===== src/rtl/fifo_salida_pkg.sv =====
// Shared sizing defaults and helper types for the output-lane FIFO and its neighbours.
// Stateless; nothing here is clocked.
// Backpressure semantics live in fifo_salida; this package only fixes widths and encodings.
package fifo_salida_pkg;

    localparam int DATA_W_DEF = 6;
    localparam int ADDR_W_DEF = 3;

    // Number of entries addressed by a pointer of the given width.
    function automatic int fifo_depth(input int addr_w);
        return 1 << addr_w;
    endfunction

    // What the occupancy counter does on a given edge.
    typedef enum logic [1:0] {
        CNT_HOLD = 2'd0,
        CNT_INC  = 2'd1,
        CNT_DEC  = 2'd2
    } cnt_op_e;

endpackage


===== src/rtl/fifo_salida_mem.sv =====
// Storage array for the output-lane FIFO: synchronous write, asynchronous read, no reset.
// Write lands on the clock edge; read data follows rd_addr combinationally.
// No flow control; the caller only asserts we when the slot is free.
module memoria_fifo
    import fifo_salida_pkg::*;
#(
    parameter int DATA_W = DATA_W_DEF,
    parameter int ADDR_W = ADDR_W_DEF
) (
    input  logic              clk,
    input  logic              we,
    input  logic [ADDR_W-1:0] wr_addr,
    input  logic [DATA_W-1:0] wr_data,
    input  logic [ADDR_W-1:0] rd_addr,
    output logic [DATA_W-1:0] rd_data
);

    localparam int DEPTH = fifo_depth(ADDR_W);

    logic [DATA_W-1:0] mem [DEPTH];

    always_ff @(posedge clk) begin
        if (we) begin
            mem[wr_addr] <= wr_data;
        end
    end

    assign rd_data = mem[rd_addr];

endmodule


===== src/rtl/fifo_salida.sv =====
// Output-lane FIFO between the 4-way arbiter and the lane consumer, with run-time thresholds.
// Read latency 1 cycle (data_out/valid_out registered); flags follow the registered count.
// almost_full backpressures the arbiter; pushes at full without a pop are dropped and flag error.
module fifo_salida
    import fifo_salida_pkg::*;
#(
    parameter int DATA_W = DATA_W_DEF,
    parameter int ADDR_W = ADDR_W_DEF
) (
    input  logic              clk,
    input  logic              reset_L,
    input  logic              push,
    input  logic [DATA_W-1:0] data_in,
    input  logic              pop,
    output logic [DATA_W-1:0] data_out,
    output logic              valid_out,
    input  logic [ADDR_W:0]   umbral_alto,
    input  logic [ADDR_W:0]   umbral_bajo,
    output logic              almost_full,
    output logic              almost_empty,
    output logic              full,
    output logic              empty,
    output logic              error
);

    localparam int               DEPTH   = fifo_depth(ADDR_W);
    localparam logic [ADDR_W:0]  DEPTH_C = (ADDR_W+1)'(DEPTH);
    localparam logic [ADDR_W:0]  CNT_ONE = (ADDR_W+1)'(1);
    localparam logic [ADDR_W-1:0] PTR_ONE = ADDR_W'(1);

    logic [ADDR_W-1:0] wr_ptr;
    logic [ADDR_W-1:0] rd_ptr;
    logic [ADDR_W:0]   count;
    logic [DATA_W-1:0] rd_data;

    logic    pop_ok;
    logic    push_ok;
    logic    overflow;
    logic    underflow;
    cnt_op_e cnt_op;

    // Pop is judged first: a push at full is only legal if a slot frees the same cycle.
    assign pop_ok    = pop && !empty;
    assign push_ok   = push && (!full || pop_ok);
    assign overflow  = push && full && !pop_ok;
    assign underflow = pop && empty;

    always_comb begin
        cnt_op = CNT_HOLD;
        if (push_ok && !pop_ok) begin
            cnt_op = CNT_INC;
        end else if (pop_ok && !push_ok) begin
            cnt_op = CNT_DEC;
        end
    end

    memoria_fifo #(
        .DATA_W (DATA_W),
        .ADDR_W (ADDR_W)
    ) u_mem (
        .clk     (clk),
        .we      (push_ok),
        .wr_addr (wr_ptr),
        .wr_data (data_in),
        .rd_addr (rd_ptr),
        .rd_data (rd_data)
    );

    always_ff @(posedge clk or negedge reset_L) begin
        if (!reset_L) begin
            wr_ptr <= '0;
            rd_ptr <= '0;
        end else begin
            if (push_ok) begin
                wr_ptr <= wr_ptr + PTR_ONE;
            end
            if (pop_ok) begin
                rd_ptr <= rd_ptr + PTR_ONE;
            end
        end
    end

    always_ff @(posedge clk or negedge reset_L) begin
        if (!reset_L) begin
            count <= '0;
        end else begin
            case (cnt_op)
                CNT_INC: count <= count + CNT_ONE;
                CNT_DEC: count <= count - CNT_ONE;
                default: count <= count;
            endcase
        end
    end

    // data_out keeps its last word when nothing is popped; valid_out marks fresh data.
    always_ff @(posedge clk or negedge reset_L) begin
        if (!reset_L) begin
            data_out  <= '0;
            valid_out <= 1'b0;
        end else begin
            valid_out <= pop_ok;
            if (pop_ok) begin
                data_out <= rd_data;
            end
        end
    end

    always_ff @(posedge clk or negedge reset_L) begin
        if (!reset_L) begin
            error <= 1'b0;
        end else if (overflow || underflow) begin
            error <= 1'b1;
        end
    end

    assign empty        = (count == '0);
    assign full         = (count == DEPTH_C);
    assign almost_full  = (count >= umbral_alto);
    assign almost_empty = (count <= umbral_bajo);

endmodule


===== config.mk =====
export PLATFORM = sky130hd
export DESIGN_NAME = fifo_salida
export DESIGN_NICKNAME = d
export VERILOG_FILES = /design/src/rtl/fifo_salida_pkg.sv /design/src/rtl/fifo_salida_mem.sv /design/src/rtl/fifo_salida.sv
export SDC_FILE = /design/constraint.sdc
export NUM_CORES = 1
export LEC_CHECK = 0
export ABC_AREA = 1
export CAP_MARGIN = 10
export CELL_PAD_IN_SITES_DETAIL_PLACEMENT = 0
export CELL_PAD_IN_SITES_GLOBAL_PLACEMENT = 2
export CORE_UTILIZATION = 32
export CTS_CLUSTER_DIAMETER = 40
export CTS_CLUSTER_SIZE = 10
export DETAILED_ROUTE_END_ITERATION = 6
export PLACE_DENSITY_LB_ADDON = 0.2
export SLEW_MARGIN = 25
export SYNTH_ARGS = -nofsm -noshare
export SYNTH_HDL_FRONTEND = slang
export SYNTH_HIERARCHICAL = 1
export SYNTH_SLANG_ARGS = --single-unit

===== constraint.sdc =====
create_clock -name clk -period 1.55 [get_ports clk]
set_input_delay 0.31 -clock clk [delete_from_list [all_inputs] [get_ports clk]]
set_output_delay 0.31 -clock clk [all_outputs]
set_load 0.02 [all_outputs]

==> metrics.yaml, run 1 <==
crit_fanout: 2
nFillCells: 993
fin_crit_sh: 1.192
antenna_left: 0
ir_drop_uv: 750.0
cts.hold.buffers_added: 0
ys.flop_type: "edfxtp_1"
vias: 2383
drive_gt1_frac: 0.2535
cts_buffer_depth: 2
die_w_um: 103.0
synth_cells: 354
min_path_type: "in2async"
cts_buffers: 9
netlist_area_um2: 3267
ys_warn_count: 6
grt_setup_unrepaired: "yes"
slew_viol_final: 0
final_cell_area_um2: 4488
gr-total-overflow: 0
die_y_um: 103.0
setup_violations: 58
clock_latency_ns: 0.33
p_leak_nw: 2.106
cts_tree: "done"
grt_pass1_wl_um: 11300
dp_cells: 537
dpl_cell_area_um2: 3939
gp_congestion: 0.7587
antenna_found_initial: 0
port_buffers: 29
drv_cap: 0
power_density_nw_per_um2: 1749
rows: 36
core_region_area_um2: 9819
avgSynthCellArea_um2: 9.228
track_usage: 0.1468
layout_commonest_cell: "nand2_1"
die_area_um2: 10620
r2r-start: "count[1]"
switchingPower_w: 0.003068
relSlewSlack: 0.8006
worst_slew_pin_slew_ns: 0.2991
fin_ws_ns: -0.2978
p_comb_frac: 0.468
drt_wl_total_um: 6993
finClkSkew_ns: 0.006567
violations: "setup timing"
finalCriticalPeriod_ns: 1.848
startpoint_type: "input port"
synth-seq-cells: 66
clock_sinks: 66
layout.nets: 454
grt_max_degree: 25
p_sw_frac: 0.3909
hpwl_um: 4834
status: "complete, but fails checks"
cellInternalPower_w: 0.004781
h-tree-depth: 3
clockRootBuffer: "clkbuf_8"
pwr-share-clk: 0.200
crit_type: "in2out"
first_pass_iters: 4
ys_types: 26
synth_edf_count: 48
n_antenna_cell: 0
final_util: 0.4571
critPathRequiredTime_ns: 1.24
met3_length_um: 246
final_cell_mix: "nand2_1 (114), inv_1 (64), edfxtp_1 (48)"
cp.arrival_ns: 1.54
fmax_mhz: 541.2
seqPwrFrac: 0.332
synth_async_sr_flop_share: 0.2727
routed_via_density: 4.233
ys_seq_area_frac: 0.5791
area_delta_synth_final_pct: 37.38
tns_ns: -10.37
pin_count: 30
hold_violations: 0
met2_length_um: 3508
syn-num-nets: 383
initialDrtViolationCount: 61
m1WireLength_um: 3117
drcViolationCount: 0
path_clk_slew_ns: 0.07
first_global_vias: 2316
critPathLaunch: "umbral_bajo[3]"
initial_utilization: 0.3327
endpoint_kind: "primary output"
wl_per_cell_um: 12.42
instances_no_fill: 563
maxUsedRoutingLayer: "met4"
[layout make-up]
cell class | instances | area (µm²) | share of cell area
multi-input combinational | 206 | 1231 | 0.2743
clock inverter | 7 | 93.84 | 0.02091
inverter | 74 | 292.8 | 0.06524
timing repair buffer | 68 | 684.4 | 0.1525
sequential | 66 | 1896 | 0.4224
tap | 133 | 166.4 | 0.03708
clock buffer | 9 | 123.9 | 0.02760
[per-stage QoR]
stage               power [W]  hold WS (ns)  setup slack (ns)
floorplan            0.004634       0.01441          -0.04827
detailed placement   0.005836        0.4697           -0.7852
CTS                  0.007548        0.3230           -0.3507
global placement     0.005807        0.4511           -0.7883
global route         0.008465        0.3283           -0.3687
finish               0.007849        0.3240           -0.2978
[power groups by stage]
stage | combinational, W | sequential (W) | clock, W
after global placement | 0.00321 | 0.00260 | 0
after detailed placement | 0.00323 | 0.00260 | 0
final | 0.00367 | 0.00261 | 0.00157
after floorplan | 0.00193 | 0.00270 | 0
after CTS | 0.00334 | 0.00258 | 0.00163
after global routing | 0.00411 | 0.00266 | 0.00169
[state kept, by name, indices dropped and copies added, names as in the netlist]
name       count
valid_out      1
rd_ptr         3
u_mem/mem     48
count          4
wr_ptr         3
data_out       6
error          1
[worst paths after layout]
| check | to | slack [ns] | cells past startpoint |
|---|---|---|---|
| setup / recovery | almost_empty | -0.30 | 8 |
| hold / removal | data_out[2] | 0.32 | 2 |
| setup reg to reg | count[2] | -0.19 | 12 |
| hold reg to reg | data_out[2] | 0.47 | 2 |
| max in group asynchronous | count[1] | 1.00 | 2 |
| min in group clk | data_out[2] | 0.47 | 2 |
[synthesized netlist by cell type, types with 2 or more instances]
cell type  instances  share of area
edfxtp_1          48           0.44
inv_4              2         0.0038
nand4_1            3         0.0057
xor2_1             2         0.0054
buf_2              2         0.0031
buf_4              2         0.0046
nand2_4            3          0.010
buf_6              3          0.010
nand2_1          124           0.14
inv_2              2         0.0023
nand3_1           29          0.044
inv_1             70          0.080
nand2_2            4         0.0077
xnor2_1            5          0.013
a21oi_1            3         0.0046
o21bai_1           2         0.0046
dfrtp_1           18           0.14
nor2_1            14          0.016
ha_1              11          0.042
[critical path: stages]
cell	delay, ns
clkdlybuf4s50_1	0.46
inv_1	0.06
ha_4	0.26
nand2_2	0.05
o21bai_1	0.14
nand2_1	0.05
o21ai_1	0.05
buf_4	0.15
[layer usage]
metal  vias to the layer above  GRT usage
li1                       1238          -
met4                         0    0.07151
met2                        37     0.2477
met1                      1100     0.1801
met3                         8    0.02847
met5                         -          0
[repair_timing]
action                     in CTS  in global routing
setup buffers                   1                  9
gates resized for setup        55                 43
pin swaps                       3                 15
setup endpoints to repair      65                 57
[cells by family after synthesis]
kind of cell	count (synthesis)	share of synthesized area
buffers and inverters	82	0.1088
adder cells (fa/ha/maj)	11	0.04213
AO/OA/AOI/OAI	9	0.01723
AND/OR/NAND/NOR	179	0.2340
flip-flops	66	0.5791
XOR/XNOR	7	0.01877
(Power assumes the default switching activity.)
==> run 2, diff against run 1 <==
- ABC_AREA: 1 -> unset
- CORE_UTILIZATION: 32 -> 35
==> metrics.yaml, run 2 <==
status: "complete, but fails checks"  # unchanged
violations: "setup timing"  # unchanged
slew_viol_final: 0  # unchanged
fin_ws_ns: -0.3306  # was -0.2978 ns
pin_count: 30  # unchanged
gp_congestion: 0.7710  # was 0.7587
hold_slack_ns: 0.3079  # was 0.3240 ns
synth.most_common_cell: "edfxtp_1"  # was nand2_1
routed_via_density: 4.650  # was 4.233
crit_family: "compound AO/OA/AOI/OAI gates"  # was buffers and inverters
initial_utilization: 0.3623  # was 0.3327
instances_no_fill: 371  # was 563
pwr-share-clk: 0.224  # was 0.200
h-tree-depth: 3  # unchanged
cts_tree: "done"  # unchanged
path_common_cell: "buf_6"
die_area_um2: 8877  # was 10620 µm²
port_buffers: 29  # unchanged
worst_slew_pin_slew_ns: 0.4228  # was 0.2991 ns
final_cell_mix: "edfxtp_1 (48), nand2_1 (28), buf_4 (22)"  # was nand2_1 (114), inv_1 (64), edfxtp_1 (48)
synth-seq-cells: 66  # unchanged
cellInternalPower_w: 0.005011  # was 0.004781 W
synth_cells: 196  # was 354
wl_per_cell_um: 15.37  # was 12.42 µm
rr_worst_depth: 9  # was 12
regMostFlops: "u_mem/mem"  # unchanged
cts_buffer_depth: 2  # unchanged
setup_violations: 66  # was 58
die_w_um: 94.22  # was 103.0 µm
grt_max_degree: 19  # was 25
grt_pass1_wl_um: 9149  # was 11300 µm
die_y_um: 94.22  # was 103.0 µm
initialDrtViolationCount: 93  # was 61
crit_end: "count[2]"  # was almost_empty
gr-total-overflow: 0  # unchanged
power_density_nw_per_um2: 1828  # was 1749 nW/µm²
area_delta_synth_final_pct: 35.44  # was 37.38%
critPathLaunch: "count[0]"  # was umbral_bajo[3]
synthTopCellsByArea: "edfxtp_1 (48%), dfrtp_1 (15%), mux4_1 (11%)"  # was edfxtp_1 (44%), nand2_1 (14%), dfrtp_1 (14%)
cts.hold.buffers_added: 0  # unchanged
cp.arrival_ns: 2.09  # was 1.54 ns
crit_path_top_delay_cell: "dfrtp_1"  # was clkdlybuf4s50_1
ir_drop_uv: 973.9  # was 750.0 µV
min_path_type: "in2async"  # unchanged
finClkSkew_ns: 0.004801  # was 0.006567 ns
path_clk_slew_ns: 0.07  # about the same
clockRootBuffer: "clkbuf_8"  # unchanged
avgSynthCellArea_um2: 15.19  # was 9.228 µm²
drt_wl_total_um: 5701  # was 6993 µm
reg2reg_slack_ns: -0.33  # was -0.19 ns
p_comb_frac: 0.419  # was 0.468
hpwl_um: 3958  # was 4834 µm
drive_gt1_frac: 0.3947  # was 0.2535
ys_warn_count: 6  # unchanged
grt.busiest_layer: "met2"  # unchanged
finalCriticalPeriod_ns: 1.881  # was 1.848 ns
drv_cap: 0  # unchanged
netlist_area_um2: 2977  # was 3267 µm²
rows: 33  # was 36
crit_fanout: 4  # was 2
cp_num_buf_inv: 2  # was 3
clock_latency_ns: 0.33  # about the same
yosys.area.top_type: "edfxtp_1"  # unchanged
startpoint_type: "flip-flop"  # was input port
endpoint_kind: "flip-flop"  # was primary output
ys_seq_area_frac: 0.6356  # was 0.5791
r2r-start: "count[0]"  # was count[1]
antenna_left: 0  # unchanged
clock_sinks: 66  # unchanged
fmax_mhz: 531.7  # was 541.2 MHz
core_region_area_um2: 8217  # was 9819 µm²
syn-num-nets: 225  # was 383
synth_edf_count: 48  # unchanged
synth_top_area_frac: 0.4842  # was 0.4412
cp.depth: 9  # was 8
first_pass_iters: 4  # unchanged
p_leak_nw: 1.576  # was 2.106 nW
layout_commonest_cell: "edfxtp_1"  # was nand2_1
relSlewSlack: 0.7172  # was 0.8006
cts_buffers: 9  # unchanged
switchingPower_w: 0.002359  # was 0.003068 W
ys_types: 34  # was 26
final_util: 0.4906  # was 0.4571
grt_use_met1: 0.2012  # was 0.1801
critical_path.cell_chain: "buf_6 > buf_6 > o41ai_4 > nor2_2 > xor2_1 > ha_2 > nor3_2 > a211oi_1 > a21oi_1"  # was clkdlybuf4s50_1 > inv_1 > ha_4 > nand2_2 > o21bai_1 > nand2_1 > o21ai_1 > buf_4
vias: 1725  # was 2383
netlist_top_cells_count: "edfxtp_1 (48), nand2_1 (31), dfrtp_1 (18)"  # was nand2_1 (124), inv_1 (70), edfxtp_1 (48)
drcViolationCount: 0  # unchanged
dp_cells: 350  # was 537
r2r_end: "count[2]"  # unchanged
antenna_found_initial: 0  # unchanged
p_sw_frac: 0.3201  # was 0.3909
fin_crit_sh: 1.213  # was 1.192
track_usage: 0.1458  # was 0.1468
first_global_vias: 1723  # was 2316
synth_async_sr_flop_share: 0.2727  # unchanged
slowest_delay_ns: 0.40  # was 0.46 ns
crit_type: "reg2reg"  # was in2out
use_met2: 0.2192  # was 0.2477
ys.flop_type: "edfxtp_1"  # unchanged
critPathRequiredTime_ns: 1.76  # was 1.24 ns
n_antenna_cell: 0  # unchanged
seqPwrFrac: 0.357  # was 0.332
use_met3: 0.04612  # was 0.02847
largest_register_ffs: 48  # unchanged
grt_setup_unrepaired: "yes"  # unchanged
layout.nets: 290  # was 454
biggestRegsByFlops: "u_mem/mem: 48 flops, data_out: 6 flops, count: 4 flops"  # unchanged
hold_violations: 0  # unchanged
-- run 2: cell count changes in the layout (fill, tap and decap cells not counted), moves of 4 or more --
cell / before / now
mux4_2: 0 / 12
mux2_2: 0 / 5
nand2_1: 114 / 28
ha_4: 5 / 1
buf_6: 16 / 12
inv_1: 64 / 7
nand3_1: 28 / 1
nand2_4: 6 / 1
nand2_2: 9 / 1
-- run 2: metal layers --
layer / up-vias / wire length [µm] / share of wire
met3: 7 / 174 / 0.031
met5: - / 0 / 0
met2: 23 / 2735 / 0.48
met4: 0 / 57 / 0.010
li1: 853 / - / -
met1: 842 / 2733 / 0.48
-- run 2: cell families (layout without fill, tap and decap cells) --
logic type / Yosys count / after routing / synth area share
flops: 66 / 66 / 0.6356
simple gates: 56 / 56 / 0.08197
mux: 21 / 21 / 0.1404
buf+inv: 19 / 89 / 0.03278
compound gates: 17 / 17 / 0.04540
fa+ha+maj: 11 / 11 / 0.04624
xor+xnor: 6 / 6 / 0.01765
-- run 2: stage by stage --
| step | power [W] | area [µm²] | setup WS [ns] | setup TNS (ns) |
|---|---|---|---|---|
| 3_5_place_dp | 0.005571 | 3687 | -0.8065 | -20.01 |
| 5_1_grt | 0.007841 | 4031 | -0.4044 | -17.55 |
| 4_1_cts | 0.007432 | 3976 | -0.3380 | -13.23 |
| 2_1_floorplan | 0.004428 | 3055 | -0.3794 | -7.168 |
| 6_report | 0.007370 | 4031 | -0.3306 | -14.23 |
| 3_3_place_gp | 0.005557 | 3687 | -0.7728 | -20.29 |
-- run 2: area by class of cell --
type / count / area, µm²
fill: 736 / 4185
clock inverter: 7 / 107.6
tap: 105 / 131.4
clock buffer: 9 / 123.9
multi-input combinational: 111 / 1125
sequential: 66 / 1894
timing repair buffer: 62 / 608.1
inverter: 11 / 41.29
-- run 2: worst min-delay path by stage --
stage                startpoint          end  cells past startpoint
floorplan               reset_L     count[0]                      0
global placement    data_out[5]  data_out[5]                      2
detailed placement        error        error                      1
CTS                     reset_L    rd_ptr[1]                      2
global route            reset_L     count[2]                      2
finish                  reset_L        error                      2
-- run 2: repair_timing --
item,CTS,global route
cloned,1,0
endpoints found under the hold margin,0,0
setup endpoints to repair,74,68
resized for setup,49,17
setup buffers,6,3
pin swaps,8,13
-- run 2: power by group through the flow --
stage,Sequential (W),Clock [W],Combinational (W)
after floorplan,0.00269,0,0.00174
after global placement,0.00264,0,0.00292
after detailed placement,0.00265,0,0.00292
after CTS,0.00264,0.00171,0.00308
after global routing,0.00269,0.00177,0.00338
final,0.00263,0.00165,0.00309
-- run 2: worst register-to-register path, cell delays in order (launching register included) --
cell,delay (ns)
dfrtp_1,0.40
buf_6,0.13
buf_6,0.12
o41ai_4,0.38
nor2_2,0.09
xor2_1,0.15
ha_2,0.23
nor3_2,0.05
a211oi_1,0.16
a21oi_1,0.06
